===== src/rtl/adder_tree_if.sv =====
// Beat/result bundle for adder_tree_pipe: lane data in, signed sum out.
// Parameters must agree with the instance using it (OUT_W = IN_W + log2(NUM_IN) + log2(ACC_LEN)).
interface adder_tree_if #(
    parameter int NUM_IN = 8,
    parameter int IN_W   = 12,
    parameter int OUT_W  = 17
);
    logic                     in_valid;
    logic [NUM_IN*IN_W-1:0]   in_data;
    logic                     acc_mode;
    logic                     acc_clr;
    logic                     out_valid;
    logic [OUT_W-1:0]         out_sum;

    modport master (
        output in_valid, in_data, acc_mode, acc_clr,
        input  out_valid, out_sum
    );

    modport slave (
        input  in_valid, in_data, acc_mode, acc_clr,
        output out_valid, out_sum
    );
endinterface


===== src/rtl/adder_tree_pipe.sv =====
// Fully pipelined signed adder tree over NUM_IN lanes with an optional
// ACC_LEN-beat accumulator at the output; one beat in and one result out per clock.
module adder_tree_pipe #(
    parameter int NUM_IN  = 8,
    parameter int IN_W    = 12,
    parameter int SPLIT   = 1,
    parameter int ACC_LEN = 4
) (
    input  logic         clk,
    input  logic         rst_n,
    adder_tree_if.slave  bus
);
    localparam int LOG2N = $clog2(NUM_IN);
    localparam int ACC_G = $clog2(ACC_LEN);
    localparam int SUM_W = IN_W + LOG2N;
    localparam int OUT_W = SUM_W + ACC_G;
    localparam int T     = LOG2N * (SPLIT + 1);

    // Input capture stage; the tree proper starts from these registers.
    logic [NUM_IN*IN_W-1:0] in_data_reg;
    logic                   in_valid_reg;
    logic                   in_mode_reg;

    always_ff @(posedge clk or negedge rst_n) begin
        if (!rst_n) begin
            in_data_reg  <= '0;
            in_valid_reg <= 1'b0;
            in_mode_reg  <= 1'b0;
        end else begin
            in_data_reg  <= bus.in_data;
            in_valid_reg <= bus.in_valid;
            in_mode_reg  <= bus.acc_mode;
        end
    end

    for (genvar gi = 0; gi < LOG2N; gi++) begin : lvl
        localparam int WI = IN_W + gi;
        localparam int W  = WI + 1;
        localparam int NP = NUM_IN >> (gi + 1);

        logic [2*NP*WI-1:0] src;
        logic [NP*W-1:0]    dout;

        if (gi == 0) begin : g_src_first
            assign src = in_data_reg;
        end else begin : g_src_prev
            assign src = lvl[gi-1].dout;
        end

        if (SPLIT == 0) begin : g_whole
            logic [NP*W-1:0] sum_c;

            always_comb begin
                sum_c = '0;
                for (int k = 0; k < NP; k++) begin
                    sum_c[k*W +: W] = {src[(2*k+1)*WI-1], src[2*k*WI +: WI]}
                                    + {src[(2*k+2)*WI-1], src[(2*k+1)*WI +: WI]};
                end
            end

            always_ff @(posedge clk or negedge rst_n) begin
                if (!rst_n) dout <= '0;
                else        dout <= sum_c;
            end
        end else begin : g_split
            localparam int L = (W + 1) / 2;
            localparam int H = W - L;

            logic [NP*L-1:0] lo_c, lo_reg;
            logic [NP-1:0]   cy_c, cy_reg;
            logic [NP*H-1:0] ah_c, bh_c, ah_reg, bh_reg, hi_c;
            logic [NP*W-1:0] res_c;

            // Low half adds now; the sign-extended high halves wait one stage for the carry.
            always_comb begin
                lo_c = '0;
                cy_c = '0;
                ah_c = '0;
                bh_c = '0;
                for (int k = 0; k < NP; k++) begin
                    {cy_c[k], lo_c[k*L +: L]} = {1'b0, src[2*k*WI +: L]}
                                              + {1'b0, src[(2*k+1)*WI +: L]};
                    ah_c[k*H +: H] = {src[(2*k+1)*WI-1], src[2*k*WI+L +: WI-L]};
                    bh_c[k*H +: H] = {src[(2*k+2)*WI-1], src[(2*k+1)*WI+L +: WI-L]};
                end
            end

            always_ff @(posedge clk or negedge rst_n) begin
                if (!rst_n) begin
                    lo_reg <= '0;
                    cy_reg <= '0;
                    ah_reg <= '0;
                    bh_reg <= '0;
                end else begin
                    lo_reg <= lo_c;
                    cy_reg <= cy_c;
                    ah_reg <= ah_c;
                    bh_reg <= bh_c;
                end
            end

            always_comb begin
                hi_c  = '0;
                res_c = '0;
                for (int k = 0; k < NP; k++) begin
                    hi_c[k*H +: H]  = ah_reg[k*H +: H] + bh_reg[k*H +: H] + H'(cy_reg[k]);
                    res_c[k*W +: W] = {hi_c[k*H +: H], lo_reg[k*L +: L]};
                end
            end

            always_ff @(posedge clk or negedge rst_n) begin
                if (!rst_n) dout <= '0;
                else        dout <= res_c;
            end
        end
    end

    // Valid and mode ride alongside the data through every tree stage.
    logic [T-1:0] vld_sr;
    logic [T-1:0] mode_sr;

    always_ff @(posedge clk or negedge rst_n) begin
        if (!rst_n) begin
            vld_sr  <= '0;
            mode_sr <= '0;
        end else begin
            vld_sr  <= (vld_sr << 1) | T'(in_valid_reg);
            mode_sr <= (mode_sr << 1) | T'(in_mode_reg);
        end
    end

    logic             tree_valid;
    logic             tree_mode;
    logic [SUM_W-1:0] tree_sum;
    logic [OUT_W-1:0] tree_ext;

    assign tree_valid = vld_sr[T-1];
    assign tree_mode  = mode_sr[T-1];
    assign tree_sum   = lvl[LOG2N-1].dout;
    assign tree_ext   = {{ACC_G{tree_sum[SUM_W-1]}}, tree_sum};

    logic             out_valid_reg, out_valid_next;
    logic [OUT_W-1:0] out_sum_reg,   out_sum_next;
    logic [OUT_W-1:0] acc_reg,       acc_next;
    logic [ACC_G-1:0] cnt_reg,       cnt_next;

    always_ff @(posedge clk or negedge rst_n) begin
        if (!rst_n) begin
            out_valid_reg <= 1'b0;
            out_sum_reg   <= '0;
            acc_reg       <= '0;
            cnt_reg       <= '0;
        end else begin
            out_valid_reg <= out_valid_next;
            out_sum_reg   <= out_sum_next;
            acc_reg       <= acc_next;
            cnt_reg       <= cnt_next;
        end
    end

    // A clear that meets a mode-1 result restarts the total from that result.
    always_comb begin
        out_valid_next = 1'b0;
        out_sum_next   = out_sum_reg;
        acc_next       = acc_reg;
        cnt_next       = cnt_reg;
        if (tree_valid) begin
            if (!tree_mode) begin
                out_sum_next   = tree_ext;
                out_valid_next = 1'b1;
                cnt_next       = '0;
            end else if (bus.acc_clr || cnt_reg == '0) begin
                acc_next = tree_ext;
                cnt_next = ACC_G'(1);
            end else if (cnt_reg == ACC_G'(ACC_LEN - 1)) begin
                out_sum_next   = acc_reg + tree_ext;
                out_valid_next = 1'b1;
                cnt_next       = '0;
            end else begin
                acc_next = acc_reg + tree_ext;
                cnt_next = cnt_reg + ACC_G'(1);
            end
        end else if (bus.acc_clr) begin
            cnt_next = '0;
        end
    end

    assign bus.out_valid = out_valid_reg;
    assign bus.out_sum   = out_sum_reg;
endmodule


===== src/flat_wrapper.sv =====
// flat-port wrapper written by rule: the top's interface ports become plain ports
module adder_tree_pipe_flat 
#(
    parameter int NUM_IN  = 8,
    parameter int IN_W    = 12,
    parameter int SPLIT   = 1,
    parameter int ACC_LEN = 4
)
  (clk, rst_n, bus_in_valid, bus_in_data, bus_acc_mode, bus_acc_clr, bus_out_valid, bus_out_sum);
  adder_tree_if #(.NUM_IN(NUM_IN), .IN_W(IN_W), .OUT_W((17))) bus_i ();
  input  logic clk;
  input  logic rst_n;
  input wire logic [$bits(bus_i.in_valid)-1:0] bus_in_valid;
  input wire logic [$bits(bus_i.in_data)-1:0] bus_in_data;
  input wire logic [$bits(bus_i.acc_mode)-1:0] bus_acc_mode;
  input wire logic [$bits(bus_i.acc_clr)-1:0] bus_acc_clr;
  output wire logic [$bits(bus_i.out_valid)-1:0] bus_out_valid;
  output wire logic [$bits(bus_i.out_sum)-1:0] bus_out_sum;
  assign bus_i.in_valid = bus_in_valid;
  assign bus_i.in_data = bus_in_data;
  assign bus_i.acc_mode = bus_acc_mode;
  assign bus_i.acc_clr = bus_acc_clr;
  assign bus_out_valid = bus_i.out_valid;
  assign bus_out_sum = bus_i.out_sum;
  adder_tree_pipe #(.NUM_IN(NUM_IN), .IN_W(IN_W), .SPLIT(SPLIT), .ACC_LEN(ACC_LEN)) u_core (.clk(clk), .rst_n(rst_n), .bus(bus_i));
endmodule

===== config.mk =====
export PLATFORM = sky130hd
export DESIGN_NAME = adder_tree_pipe_flat
export DESIGN_NICKNAME = d
export VERILOG_FILES = /design/src/rtl/adder_tree_if.sv /design/src/rtl/adder_tree_pipe.sv /design/src/flat_wrapper.sv
export SDC_FILE = /design/constraint.sdc
export NUM_CORES = 1
export LEC_CHECK = 0
export CAP_MARGIN = 20
export CORE_MARGIN = 10
export CORE_UTILIZATION = 62
export DETAILED_ROUTE_END_ITERATION = 7
export GPL_ROUTABILITY_DRIVEN = 0
export HOLD_SLACK_MARGIN = 0.08
export PLACE_DENSITY = 0.93
export SYNTH_ARGS = -nofsm -noshare
export SYNTH_HDL_FRONTEND = slang
export SYNTH_SLANG_ARGS = --single-unit

===== constraint.sdc =====
create_clock -name clk -period 6.5 [get_ports clk]
set_clock_uncertainty 0.2 [all_clocks]
set_input_delay 0.975 -clock clk [delete_from_list [all_inputs] [get_ports clk]]
set_output_delay 0.975 -clock clk [all_outputs]
set_load 0.05 [all_outputs]

### Word-level counts from Yosys, hierarchy flattened

Cells that the tools add are included.

* word-level logic and storage cells: 72
* output and inout port bits: 18
* bits of input ports: 101
* bits in registers: 383

* equal/unequal tests: 4
* mux-type cells: 14
* $add $sub $neg: 23
* reductions and logical operators: 5
* bitwise gates (word level): 2

Operator list (number)
* $mux 17: 5
* $add 7x7->8: 6
* $add 6x1->6: 4
* $add 7x1->7: 3
* $add 6x6->6: 3
* $add 17x17->17: 1
* $add 6x6->7: 2
* $or 6x1->6: 2
* $mux 2: 5
* $add 8x8->9: 1
* $add 7x7->7: 1
* $add 5x5->6: 1
* $reduce_and 3->1: 2
* $mux 1: 4
* $ne 2x2->1 const B: 2
* $add 2x1->2 const B: 1
* $eq 2x2->1 const B: 1
* $logic_not 2->1: 1
* $ne 2x1->1 const B: 1
* $reduce_bool 2->1: 1
* $logic_or 1x1->1: 1

### Depth between registers and ports, before layout

* depth in word-level cells: 5
* depth in mapped cells: 10
* depth with buffers taken out: 9

### Worst setup path after synthesis

OpenSTA, ideal clock, no wires.

* path type: input to register
* from: input port bus_acc_clr
* to: register u_core.acc_reg[16]
* arrival: 1.918 ns
* buffers on the path: 1
* stages: 6
* required time: 6.174 ns
* setup time: 0.126 ns
* setup slack: 4.256 ns
* path through: nor2_1 nand2_1 and3_1 buf_2 and3_1 a221o_1

* cells in the longest elaborated chain, start to end: 3
* elaborated cells on any way between the ends: 4
* those cells by class: eq/ne (1); mux (1); reduce/logical (2)

Ends and longest elaborated chain
* start, declared: RTL line flat_wrapper.sv:16 `input wire logic [$bits(bus_i.acc_clr)-1:0] bus_acc_clr;`
* $logic_or 1x1->1 (*): RTL line adder_tree_pipe.sv:172 `end else if (bus.acc_clr || cnt_reg == '0) begin`
* $ne 2x1->1 (no line)
* $reduce_and 3->1 (no line)
* end signal, assigned: RTL line adder_tree_pipe.sv:156 `acc_reg <= acc_next;`
* end, declared: RTL line adder_tree_pipe.sv:144 `logic [OUT_W-1:0] acc_reg, acc_next;`

Every way passes the cells marked *; elsewhere a longest branch is shown, timed or not.
A chain may end at the register's enable or synchronous reset.

### Worst setup path in the final report

* from: input port bus_acc_clr
* to: register u_core.out_sum_reg[14] (netlist: u_core.bus.out_sum[14])

* cells in the longest elaborated chain, start to end: 3

Ends and longest elaborated chain
* $logic_or 1x1->1: RTL line adder_tree_pipe.sv:172
* $ne 2x2->1 (no line)
* $reduce_and 3->1 (no line)
* end signal, assigned: RTL line adder_tree_pipe.sv:155 `out_sum_reg <= out_sum_next;`
* end, declared: RTL line adder_tree_pipe.sv:143 `logic [OUT_W-1:0] out_sum_reg, out_sum_next;`

Every way passes these cells.

==> metrics <==
PortBufs 118; Crit path top cell by count nand2_1; antenna violations before repair 0; RSZ-0062 raised after global routing false; Slowest Stage Delay on Critical Path 0.56 ns; Synth area leaders dfrtp_1 (67%), ha_1 (8.9%), xnor2_1 (3.4%); Post-CTS Hold Buffers 0; Levels on crit path 6; fmax 326 MHz; global route total overflow 0; Clk Latency, worst-skew pair 0.53 ns; number of global-route vias before repair 9,119; core area 0.0220 mm²; share of layout cells above drive strength 1 6.01%; status complete, no violations; clk root buf clkbuf_16; filler cell count 1,164; synth warn 0; CP startpoint kind input pin; DIE HEIGHT 170 µm; Yosys reg bits 375; Logic pwr share 30.7%; critical path type in -> reg; Internal 0.00508 W; clk buf depth 3; post-place setup slack 2.94 ns; Synth Flop Type dfrtp_1; crit path capture type flop; post-CTS setup repair buffer count 0; die area 0.0290 mm²; ys async rst share 100%; leakage power 7.82 nW; Critical R2R Launch u_core.cnt_reg[0]; first-pass GRT wire length 46,800 µm; DR DRC count 0; Post-Syn Area 0.0140 mm²; Top delay family on crit path simple AND/OR/NAND/NOR gates; Tmin final 3.06 ns; Pins Over Slew Limit 0; Hold WS 0.142 ns; endpoints failing setup 0; Worst EP arrival 3.27 ns; final setup TNS 0 ns; Seq/Total Area, Yosys 67.1%; CTS tree yes; vias after detailed routing 8,047; Final Cycle Share 47.1%; VDD IR max 0.268 mV; Largest register FFs 96; Syn Nets 1,233; commonest non-fill, non-tap cell in the layout dfrtp_1; critical path cell sequence clkdlybuf4s50_1 > nor2_1 > nand2_1 > nand2_1 > nand2_1 > a221o_1; WL/cell 19.1 µm; Net Sw Power 0.00251 W; Hold Path Class reg -> reg; number of detailed-routing iterations run before antenna repair 5; FF-to-FF End u_core.bus.out_sum[14]; GRT Total Usage 20.2%; non-filler cells, final 1,462; Reg power frac 41.1%; switching share of power 33.0%; Clock power frac 28.1%; Nets 1,378; post-route ant nets 0; slowest cell on the critical path nor2_1; Via-to-Cell Ratio 5.50; CTS buffer count 37; Initial Util 63.5%; DIE WIDTH 170 µm; Reg2Reg Depth 7; Post-DP HPWL 17,600 µm; Yosys cell types 45; worst hold endpoint u_core.lvl[0].dout[26]; DRT Wirelength 27,900 µm; Post-Syn Instances 1,011; num ports 119; largest net degree at the start of global routing 132; CP required 6.70 ns; max_cap viols 0; WHS Path Cells 0; 1st-iter DRT viols 563; Post-synth EDFFs 0; Std-Cell Rows 54; antenna cell count 0; Slew HR 41.2%; synthesis-to-finish area growth 19.6%; R2R Setup Slk 3.72 ns; placed cells 1,397; power per standard cell area 454 mW/mm²; commonest non-fill, non-tap cells in the layout dfrtp_1 (375), clkdlybuf4s50_1 (117), ha_1 (99), inv_1 (90), a21oi_1 (72); Final WS setup 3.44 ns; Post-CTS Resized 0; Hold Vio Cnt, Final 0; worst slew pin tran 0.882 ns; largest area contributor in the netlist dfrtp_1; post-synth top area share 67.1%; CTS sink cnt 375; Hold Startpoint u_core.lvl[0].g_split.lo_reg[14]; htree depth 2; CP Buf/Inv Count 1; Mean Syn Cell Area 13.8 µm²; clock slew at reported path FFs 0.06 ns; maximum fanout along the worst path 29
==> how the worst max path moves through the flow <==
| stage | to | slack [ns] | startpoint |
|---|---|---|---|
| floorplan | u_core.acc_reg[16] | 4.26 | bus_acc_clr |
| global placement | u_core.bus.out_sum[14] | 3.07 | bus_acc_clr |
| detailed placement | u_core.bus.out_sum[9] | 2.94 | bus_acc_clr |
| CTS | u_core.bus.out_sum[9] | 3.49 | bus_acc_clr |
| global route | u_core.bus.out_sum[9] | 3.19 | bus_acc_clr |
| finish | u_core.bus.out_sum[14] | 3.44 | bus_acc_clr |
==> power groups by stage <==
stage	Sequential [W]	Combinational (W)	Clock, W
after floorplan	0.00324	0.00150	0
after global placement	0.00312	0.00213	0
after detailed placement	0.00314	0.00225	0
after CTS	0.00312	0.00233	0.00216
after global routing	0.00317	0.00259	0.00227
final	0.00312	0.00233	0.00214
==> through the flow <==
| stage | instance area [µm²] | util (%) | power, W |
|---|---|---|---|
| 5_1_grt | 16700 | 75.9 | 0.00803 |
| 3_3_place_gp | 15500 | 70.3 | 0.00525 |
| 6_report | 16700 | 75.9 | 0.00759 |
| 2_1_floorplan | 14000 | - | 0.00474 |
| 4_1_cts | 16700 | 75.9 | 0.00761 |
| 3_5_place_dp | 15500 | 70.3 | 0.00540 |
==> worst register-to-register path: stages, from the launching register on <==
cell and delay (ns):
dfrtp_1 0.37, inv_1 0.07, ha_1 0.21, nor2_1 0.55, nand2_1 0.18, nand2_1 0.10, nand2_1 0.45, a221o_1 0.52
==> synth_stat cells, types with 11 or more instances <==
library cell / count
a21o_1: 29
a21oi_1: 72
dfrtp_1: 375
fa_1: 22
ha_1: 99
inv_1: 90
nand2_1: 53
nand3_1: 11
nor2_1: 41
o21ai_0: 42
xnor2_1: 55
xor2_1: 15
==> metal layers <==
metal  vias up  track usage (%)  wire length [µm]
met5         -                0                 0
met4         0             6.83               634
met3        50             4.10              1430
met2       268             36.6             15000
met1      4057             23.6             10800
li1       3672                -                 -
==> cell families after synthesis <==
group,count (synthesis),share of synthesized area (%)
mux,6,0.447
compound gates,201,8.94
xor+xnor,70,4.38
flops,375,67.1
fa+ha+maj,121,12.0
buf+inv,105,2.92
simple gates,133,4.22
==> layout make-up <==
class                   instances  area [µm²]  area share [%]
repair buffers                121        1220            7.30
clock inverters                14         158           0.942
multi-input cells             531        4200            25.1
clock buffers                  51        1080            6.46
inverters                      90         338            2.02
flip-flops and latches        375        9380            56.1
well taps                     280         350            2.09
(Power assumes the default switching activity.)
